==> src/rtl/load_store_unit.sv <==
// MEM-stage load/store initiator for a word-addressed data memory with sub-word read-modify-write stores.
// Optional macro LSU_ALIGN_CHECK_EN: when defined, misaligned halfword/word accesses are reported as errors.
module load_store_unit #(
  parameter int unsigned DEPTH     = 64,
  parameter logic [31:0] ADDR_BASE = 32'h0
) (
  input  logic        clk,
  input  logic        rst,
  input  logic        req_valid,
  output logic        req_ready,
  input  logic        req_we,
  input  logic [2:0]  req_funct3,
  input  logic [31:0] req_addr,
  input  logic [31:0] req_wdata,
  output logic        rsp_valid,
  input  logic        rsp_ready,
  output logic [31:0] rsp_rdata,
  output logic        rsp_err,
  output logic [31:0] mem_addr,
  output logic [31:0] mem_wdata,
  output logic        mem_we,
  input  logic [31:0] mem_rdata
);

  typedef enum logic [1:0] {IDLE, ACCESS, WRITE, RESP} state_t;

  state_t      state, state_next;
  logic        lat_we;
  logic [2:0]  lat_f3;
  logic [1:0]  lat_off;

  logic [31:0] offset_addr;
  logic [31:0] req_index;
  logic        range_err, f3_err, align_err, req_err;
  logic        is_sw;
  logic [7:0]  byte_lane;
  logic [15:0] half_lane;
  logic [31:0] load_ext;
  logic [31:0] merged;

  assign offset_addr = req_addr - ADDR_BASE;
  assign req_index   = offset_addr >> 2;
  assign range_err   = (req_addr < ADDR_BASE) || (req_index >= DEPTH);
  assign f3_err      = req_we ? (req_funct3 > 3'd2)
                              : ((req_funct3 == 3'd3) || (req_funct3[2:1] == 2'b11));
`ifdef LSU_ALIGN_CHECK_EN
  assign align_err   = ((req_funct3[1:0] == 2'b01) && req_addr[0]) ||
                       ((req_funct3[1:0] == 2'b10) && (req_addr[1:0] != 2'b00));
`else
  assign align_err   = 1'b0;
`endif
  assign req_err     = range_err || f3_err || align_err;

  assign is_sw       = lat_we && (lat_f3[1:0] == 2'b10);
  assign req_ready   = (state == IDLE);
  // Write strobe stays combinational so an asserted rst suppresses a write in the same cycle.
  assign mem_we      = ((state == ACCESS && is_sw) || state == WRITE) && !rst;

  // Halfword lane follows off[1] only; with alignment checks off, off[0] is simply ignored.
  always_comb begin
    byte_lane = mem_rdata[{lat_off, 3'b000} +: 8];
    half_lane = lat_off[1] ? mem_rdata[31:16] : mem_rdata[15:0];
    case (lat_f3[1:0])
      2'b00:   load_ext = {{24{~lat_f3[2] & byte_lane[7]}}, byte_lane};
      2'b01:   load_ext = {{16{~lat_f3[2] & half_lane[15]}}, half_lane};
      default: load_ext = mem_rdata;
    endcase
  end

  // mem_wdata still holds the request store data while in ACCESS.
  always_comb begin
    merged = mem_rdata;
    if (lat_f3[1:0] == 2'b00)
      merged[{lat_off, 3'b000} +: 8] = mem_wdata[7:0];
    else
      merged[{lat_off[1], 4'b0000} +: 16] = mem_wdata[15:0];
  end

  always_comb begin
    state_next = state;
    case (state)
      IDLE:    if (req_valid) state_next = req_err ? RESP : ACCESS;
      ACCESS:  state_next = (lat_we && !is_sw) ? WRITE : RESP;
      WRITE:   state_next = RESP;
      RESP:    if (rsp_ready) state_next = IDLE;
      default: state_next = IDLE;
    endcase
  end

  always_ff @(posedge clk) begin
    if (rst) begin
      state     <= IDLE;
      lat_we    <= 1'b0;
      lat_f3    <= '0;
      lat_off   <= '0;
      rsp_valid <= 1'b0;
      rsp_rdata <= '0;
      rsp_err   <= 1'b0;
      mem_addr  <= '0;
      mem_wdata <= '0;
    end else begin
      state <= state_next;
      case (state)
        IDLE: begin
          if (req_valid) begin
            lat_we    <= req_we;
            lat_f3    <= req_funct3;
            lat_off   <= req_addr[1:0];
            mem_wdata <= req_we ? req_wdata : '0;
            if (!req_err) mem_addr <= req_index;
            rsp_err   <= req_err;
            rsp_rdata <= '0;
            rsp_valid <= req_err;
          end
        end
        ACCESS: begin
          if (!lat_we) rsp_rdata <= load_ext;
          if (lat_we && !is_sw) mem_wdata <= merged;
          rsp_valid <= (state_next == RESP);
        end
        WRITE: rsp_valid <= 1'b1;
        RESP: begin
          if (rsp_ready) begin
            rsp_valid <= 1'b0;
            rsp_rdata <= '0;
            rsp_err   <= 1'b0;
          end
        end
        default: ;
      endcase
    end
  end

endmodule
==> config.mk <==
export PLATFORM = sky130hd
export DESIGN_NAME = load_store_unit
export DESIGN_NICKNAME = d
export VERILOG_FILES = /design/src/rtl/load_store_unit.sv
export SDC_FILE = /design/constraint.sdc
export NUM_CORES = 1
export LEC_CHECK = 0
export BUFFER_PORTS_ARGS = -buffer_cell sky130_fd_sc_hd__buf_2
export CAP_MARGIN = 20
export CELL_PAD_IN_SITES_DETAIL_PLACEMENT = 1
export CELL_PAD_IN_SITES_GLOBAL_PLACEMENT = 1
export CORE_ASPECT_RATIO = 1.2
export CORE_MARGIN = 5
export CORE_UTILIZATION = 38
export CTS_BUF_LIST = sky130_fd_sc_hd__clkbuf_8 sky130_fd_sc_hd__clkbuf_16
export CTS_CLUSTER_SIZE = 12
export DETAILED_ROUTE_END_ITERATION = 12
export PLACE_DENSITY = 0.93
export SYNTH_ARGS = -nofsm -noshare
export SYNTH_HDL_FRONTEND = slang
export SYNTH_SLANG_ARGS = --single-unit
==> constraint.sdc <==
create_clock -name clk -period 4.85 [get_ports clk]
set_clock_uncertainty 0.15 [all_clocks]
set_input_delay 0.97 -clock clk [delete_from_list [all_inputs] [get_ports clk]]
set_output_delay 0.97 -clock clk [all_outputs]
set_load 0.02 [all_outputs]
==> results.sh, run 1 <==
export IMPL_run_status="completed"
export IMPL_p_int_uw=1440
export IMPL_p_clk_frac=0.336
export IMPL_finalHoldViolCount=0
export IMPL_cts_path_max_buffers=2
export IMPL_drive_gt1_frac=0.370
export IMPL_maxCapViolCount=0
export IMPL_synth_top_cell_area_share=0.408
export IMPL_highest_layer="met4"
export IMPL_fin_nets=832
export IMPL_cp_arrival_ps=2220
export IMPL_fillCellCount=1592
export IMPL_worst_slew_pin_slew_ps=1160
export IMPL_grt_max_degree=39
export IMPL_p_sw_uw=670
export IMPL_syn_inst=553
export IMPL_finalCritPeriodShare=0.689
export IMPL_period_minus_slack_ps=3340
export IMPL_post_synth_main_area_contributors="dfxtp_1, mux2_2, nand2_1"
export IMPL_synth_ff_latch_count=104
export IMPL_grt_pass1_wl_mm=31.0
export IMPL_cts_setup_buffers=0
export IMPL_yosys_area_top_type="dfxtp_1"
export IMPL_min_delay_path_class="reg -> reg"
export IMPL_clkSlewWorstSetupHoldPaths_ps=70
export IMPL_combPwrFrac=0.214
export IMPL_dr_wl_met3_mm=1.55
export IMPL_power_leakage_uw=0.00280
export IMPL_swShare=0.317
export IMPL_numPortBuffers=201
export IMPL_htreeDepth=3
export IMPL_routedWlPerCell_um=23.0
export IMPL_ys_top_cells_by_count="dfxtp_1, nand2_1, a21oi_1, clkbuf_1, and2_1"
export IMPL_core_mm2=0.0132
export IMPL_cts_sink_count=104
export IMPL_min_delay_start="mem_addr[29]"
export IMPL_finalWeightedCongestion=0.946
export IMPL_drtPass1Iterations=7
export IMPL_drc=0
export IMPL_setup_violations=0
export IMPL_grt_usage=0.253
export IMPL_num_vias=5369
export IMPL_seq_area_frac_synth=0.408
export IMPL_num_rows=46
export IMPL_cts_resized=0
export IMPL_yosysMostFrequentCell="dfxtp_1"
export IMPL_ios=204
export IMPL_critPathKind="reg -> out"
export IMPL_cts_hold_buffers_added=0
export IMPL_slew_viol_final=0
export IMPL_root_buffer="clkbuf_16"
export IMPL_rsz0062_at_grt="no"
export IMPL_dp_hpwl_mm=15.9
export IMPL_async_flop_share=0
export IMPL_start_util=0.388
export IMPL_synth_warning_count=0
export IMPL_netlist_area_mm2=0.00511
export IMPL_crit_path_end_kind="primary output"
export IMPL_finalWirelength_mm=20.6
export IMPL_dieArea_mm2=0.0159
export IMPL_vias_per_cell=5.99
export IMPL_synth_top_flop_cell="dfxtp_1"
export IMPL_syn_area_per_cell_um2=9.24
export IMPL_p_per_area_mw_per_mm2=327
export IMPL_synth_edff_count=0
export IMPL_syn_to_final_growth_pct=26.5
export IMPL_route_met2_wl_mm=10.4
export IMPL_numCtsBuffers=9
export IMPL_wl_met1_mm=7.86
export IMPL_critPathLaunch="lat_f3[1]"
export IMPL_seq_power_share=0.450
export IMPL_ir_drop_mv=0.180
export IMPL_r2r_start="state[0]"
export IMPL_start_kind="register"
export IMPL_cp_required_ps=3730
export IMPL_grt_pass1_vias=5650
export IMPL_worstSkewPairLatency_ps=350
export IMPL_die_h_um=137
export IMPL_max_slew_margin=0.227
export IMPL_antenna_found_initial=0
export IMPL_fmax_mhz=299
export IMPL_drtIter0Drc=468
export IMPL_cp_max_fo=29
export IMPL_n_antenna_cell=0
export IMPL_ant_nets=0
export IMPL_dieWidth_um=116
export IMPL_holdWs_ps=307
export IMPL_cts_tree="done"
export IMPL_grt_overflow=0
export IMPL_synth_cell_types=57
export IMPL_setup_tns_ps=0
## worst paths after layout
kind	to	slack, ps	depth (start not counted)
min reg2reg	mem_addr[29]	310	1
min	mem_addr[29]	310	1
max reg2reg	rsp_rdata[21]	1710	4
max	mem_we	1510	4
## layer usage
metal  global-route usage  up-vias
met5                    0        -
met4                0.119        0
met3               0.0504       49
met2                0.444      241
met1                0.292     2637
li1                     -     2442
## registers in the layout, summed over array words and instances, names as in the netlist
name and flops:
mem_wdata 32, rsp_rdata 32, mem_addr 30, lat_f3 3, lat_off 2, state 2
lat_we 1, rsp_err 1, rsp_valid 1
## worst max-delay path: stages, from the launching register on
cell and delay [ps]:
dfxtp_1 1060, and2b_1 330, nand4_1 140, a21oi_1 160, buf_2 190
## cells in the final DEF (no fill, tap or decap), drive strengths merged, types with 9 or more instances in the layout
cell type  Yosys  routed
inv           16      20
mux2          23      23
and2          29      29
o22ai          9       9
clkbuf        32      10
o21ai         15      15
a221o         17      17
a211oi        19      19
nand2         66      66
buf           19     209
a21oi         44      44
a222oi        24      24
o2bb2ai       16      16
nand3          9       9
dfxtp        104     104
## cell families after synthesis
| family | count (synthesis) | share of synthesized area |
|---|---|---|
| adders and majority gates | 5 | 0.0122 |
| buffers and inverters | 68 | 0.0588 |
| and+or+nand+nor | 153 | 0.159 |
| muxes | 31 | 0.0688 |
| DFF | 104 | 0.408 |
| other | 1 | 0.000734 |
| AOI/OAI and AO/OA | 191 | 0.293 |
## power groups by stage
stage                     registers (uW)  logic [uW]  clock network [uW]
after detailed placement             970         443                   0
final                                952         452                 711
after floorplan                     1000         234                   0
after CTS                            951         446                 724
after global routing                 958         481                 765
after global placement               967         427                   0
## layout make-up
| cell class | instances | area [um2] | area share |
|---|---|---|---|
| Inverter | 17 | 63.8 | 0.00988 |
| Clock buffer | 10 | 239 | 0.0370 |
| Tap cell | 168 | 210 | 0.0325 |
| Clock inverter | 6 | 48.8 | 0.00755 |
| Sequential cell | 104 | 2080 | 0.322 |
| Multi-Input combinational cell | 382 | 2740 | 0.424 |
| Timing Repair Buffer | 209 | 1070 | 0.166 |
## per-stage QoR
step	instances	worst slack [ps]	total power [uW]	area, um2	util
after floorplan	554	2020	1240	5110	-
final	896	1510	2120	6460	0.490
after CTS	893	1510	2120	6430	0.488
after global placement	877	1460	1390	6140	0.466
after global routing	896	1390	2200	6460	0.490
after detailed placement	877	1310	1410	6140	0.466
(Power assumes the default switching activity.)
==> run 2: changes to the inputs <==
ABC_AREA = 1   (was not set)
CORE_UTILIZATION = 30   (was 38)
PLACE_DENSITY = 0.84   (was 0.93)
clock period = 3 ns   (was 4.85 ns; I/O delays follow)
==> run 2 against run 1 <==
  * Combinational power grew to 2.9 times the previous value
  * Design area is 8.1% higher
  * Utilization down 11 points
  * First-iteration DRC count shrank 46%
  * Power up 93%
  * Clock-buffer cell count increased by 1
  * Sequential power increased by 70%
  * Cell count increased by 41%
  * Sequential share of layout area down 2.4 points
  * Non-clock buffer count up 2
  * Die area rose by 35%
  * Largest cell class unchanged
  * Largest power group unchanged
==> results.sh, run 2 <==
export IMPL_period_minus_slack_ps=2430
export IMPL_globalRouteMet3Util=0.0503
export IMPL_p_clk_frac=0.285
export IMPL_synth_ff_latch_count=104
export IMPL_cts_resized=0
export IMPL_seq_area_frac_synth=0.375
export IMPL_synth_edff_count=0
export IMPL_root_buffer="clkbuf_16"
export IMPL_critPathSlowestCell="dfxtp_1"
export IMPL_ios=204
export IMPL_crit_path_end_kind="primary output"
export IMPL_rsz0062_at_grt="no"
export IMPL_dp_slack_ps=653
export IMPL_critical_path_top_delay_family="flip-flops"
export IMPL_critPathLaunch="state[0]"
export IMPL_critPathKind="reg -> out"
export IMPL_r2r_cells=7
export IMPL_drtIter0Drc=251
export IMPL_die_h_um=159
export IMPL_yosys_area_top_type="dfxtp_1"
export IMPL_drive_gt1_frac=0.239
export IMPL_r2r_slack_ps=710
export IMPL_p_int_uw=2530
export IMPL_ys_top_cells_by_count="nand2_1, dfxtp_1, nor2_1, a21oi_1, inv_1"
export IMPL_fillCellCount=2451
export IMPL_combPwrFrac=0.320
export IMPL_hold_depth=2
export IMPL_syn_inst=852
export IMPL_cts_path_max_buffers=2
export IMPL_p_per_area_mw_per_mm2=586
export IMPL_path_buf_inv=2
export IMPL_grt_met1_usage=0.235
export IMPL_dp_hpwl_mm=17.4
export IMPL_setup_tns_ps=0
export IMPL_worst_slew_pin_slew_ps=860
export IMPL_core_mm2=0.0182
export IMPL_antenna_found_initial=2
export IMPL_clkSlewWorstSetupHoldPaths_ps=70
export IMPL_crit_path_max_incr_delay_ps=500
export IMPL_syn_to_final_growth_pct=25.7
export IMPL_setup_violations=0
export IMPL_setup_slack_ps=570
export IMPL_n_antenna_cell=0
export IMPL_netlist_area_mm2=0.00556
export IMPL_yosysMostFrequentCell="nand2_1"
export IMPL_p_sw_uw=1560
export IMPL_cp_arrival_ps=1680
export IMPL_finalCritPeriodShare=0.810
export IMPL_dieWidth_um=134
export IMPL_drc=0
export IMPL_cp_max_fo=12
export IMPL_synth_warning_count=0
export IMPL_cts_setup_buffers=0
export IMPL_final_common_cell="nand2_1"
export IMPL_syn_area_per_cell_um2=6.52
export IMPL_grt_usage=0.203
export IMPL_async_flop_share=0
export IMPL_drtPass1Iterations=4
export IMPL_run_status="completed"
export IMPL_start_kind="register"
export IMPL_power_leakage_uw=0.00357
export IMPL_grt_pass1_wl_mm=34.4
export IMPL_seq_power_share=0.395
export IMPL_ir_drop_mv=0.307
export IMPL_grt_overflow=0
export IMPL_num_rows=54
export IMPL_synth_top_flop_cell="dfxtp_1"
export IMPL_synth_top_cell_area_share=0.375
export IMPL_worstSkewPairLatency_ps=360
export IMPL_numPortBuffers=201
export IMPL_endpoint="mem_we"
export IMPL_worstPathCellList="nand2_4, inv_2, nand4_1, a21oi_1, buf_2"
export IMPL_finalWeightedCongestion=0.899
export IMPL_grt_busiest_layer="met2"
export IMPL_start_util=0.305
export IMPL_crit_cells=5
export IMPL_cts_tree="done"
export IMPL_top_regs="mem_wdata (32), rsp_rdata (32), mem_addr (30)"
export IMPL_cts_hold_buffers_added=0
export IMPL_fin_nets=1140
export IMPL_slew_viol_final=0
export IMPL_min_delay_path_class="reg -> reg"
export IMPL_layout_common_cells="nand2_1, buf_2, dfxtp_1"
export IMPL_r2r_start="lat_off[1]"
export IMPL_synth_cell_types=37
export IMPL_finalHoldViolCount=0
export IMPL_fmax_mhz=411
export IMPL_cts_sink_count=104
export IMPL_maxCapViolCount=0
export IMPL_numCtsBuffers=9
export IMPL_max_slew_margin=0.423
export IMPL_post_synth_main_area_contributors="dfxtp_1, nand2_1, a21oi_1"
export IMPL_finalWirelength_mm=22.0
export IMPL_routedWlPerCell_um=17.5
export IMPL_htreeDepth=3
export IMPL_met2_usage=0.369
export IMPL_timing_rr_end="mem_wdata[26]"
export IMPL_swShare=0.382
export IMPL_vias_per_cell=4.97
export IMPL_grt_max_degree=37
export IMPL_num_vias=6261
export IMPL_dieArea_mm2=0.0214
export IMPL_grt_pass1_vias=6409
export IMPL_cp_required_ps=2250
export IMPL_ant_nets=0
-- run 2: how the worst min path moves through the flow --
stage                            start            to
after CTS                 mem_addr[12]  mem_addr[12]
after floorplan                 lat_we        lat_we
final                     mem_addr[12]  mem_addr[12]
after detailed placement   mem_addr[6]   mem_addr[6]
after global placement    mem_addr[26]  mem_addr[26]
after global routing      mem_addr[21]  mem_addr[21]
-- run 2: final cells by class --
class | count | area (um2) | share of cell area
clock buffers | 11 | 253 | 0.0362
clock inverters | 5 | 31.3 | 0.00448
inverters | 89 | 349 | 0.0500
multi-input cells | 616 | 2910 | 0.416
flip-flops and latches | 104 | 2080 | 0.298
well taps | 224 | 280 | 0.0401
repair buffers | 211 | 1080 | 0.155
-- run 2: worst reg2reg max path: cells and delay by family (launching register included) --
kind            cells  cell delay [ps]
compound gates      1              140
fa+ha+maj           1              480
buf+inv             1              370
flops               1              340
simple gates        4              760
-- run 2: through the flow --
stage	power (uW)	hold slack, ps	utilization	cells	instance area [um2]
floorplan	2530	329	-	853	5560
global placement	2930	290	0.367	1244	6700
detailed placement	2960	298	0.367	1244	6700
CTS	4130	312	0.383	1260	6990
global route	4340	328	0.383	1260	6990
finish	4090	310	0.383	1260	6990
-- run 2: layer usage --
metal	share of wire	wire (um)	up-vias
met5	0.0012	27	-
met4	0.018	391	4
met3	0.070	1550	27
met2	0.51	11200	186
met1	0.40	8850	2938
li1	-	-	3106
-- run 2: logic make-up after synthesis --
group | count (synthesis) | synth area share
AND/OR/NAND/NOR | 424 | 0.332
other | 1 | 0.000675
flip-flops | 104 | 0.375
adder cells (fa/ha/maj) | 5 | 0.0113
AO/OA/AOI/OAI | 185 | 0.179
buffers and inverters | 133 | 0.103
-- run 2: power groups by stage --
stage	Sequential, uW	Combinational (uW)	Clock [uW]
floorplan	1760	777	0
global placement	1640	1290	0
detailed placement	1650	1320	0
CTS	1610	1320	1190
global route	1630	1460	1250
finish	1620	1310	1170
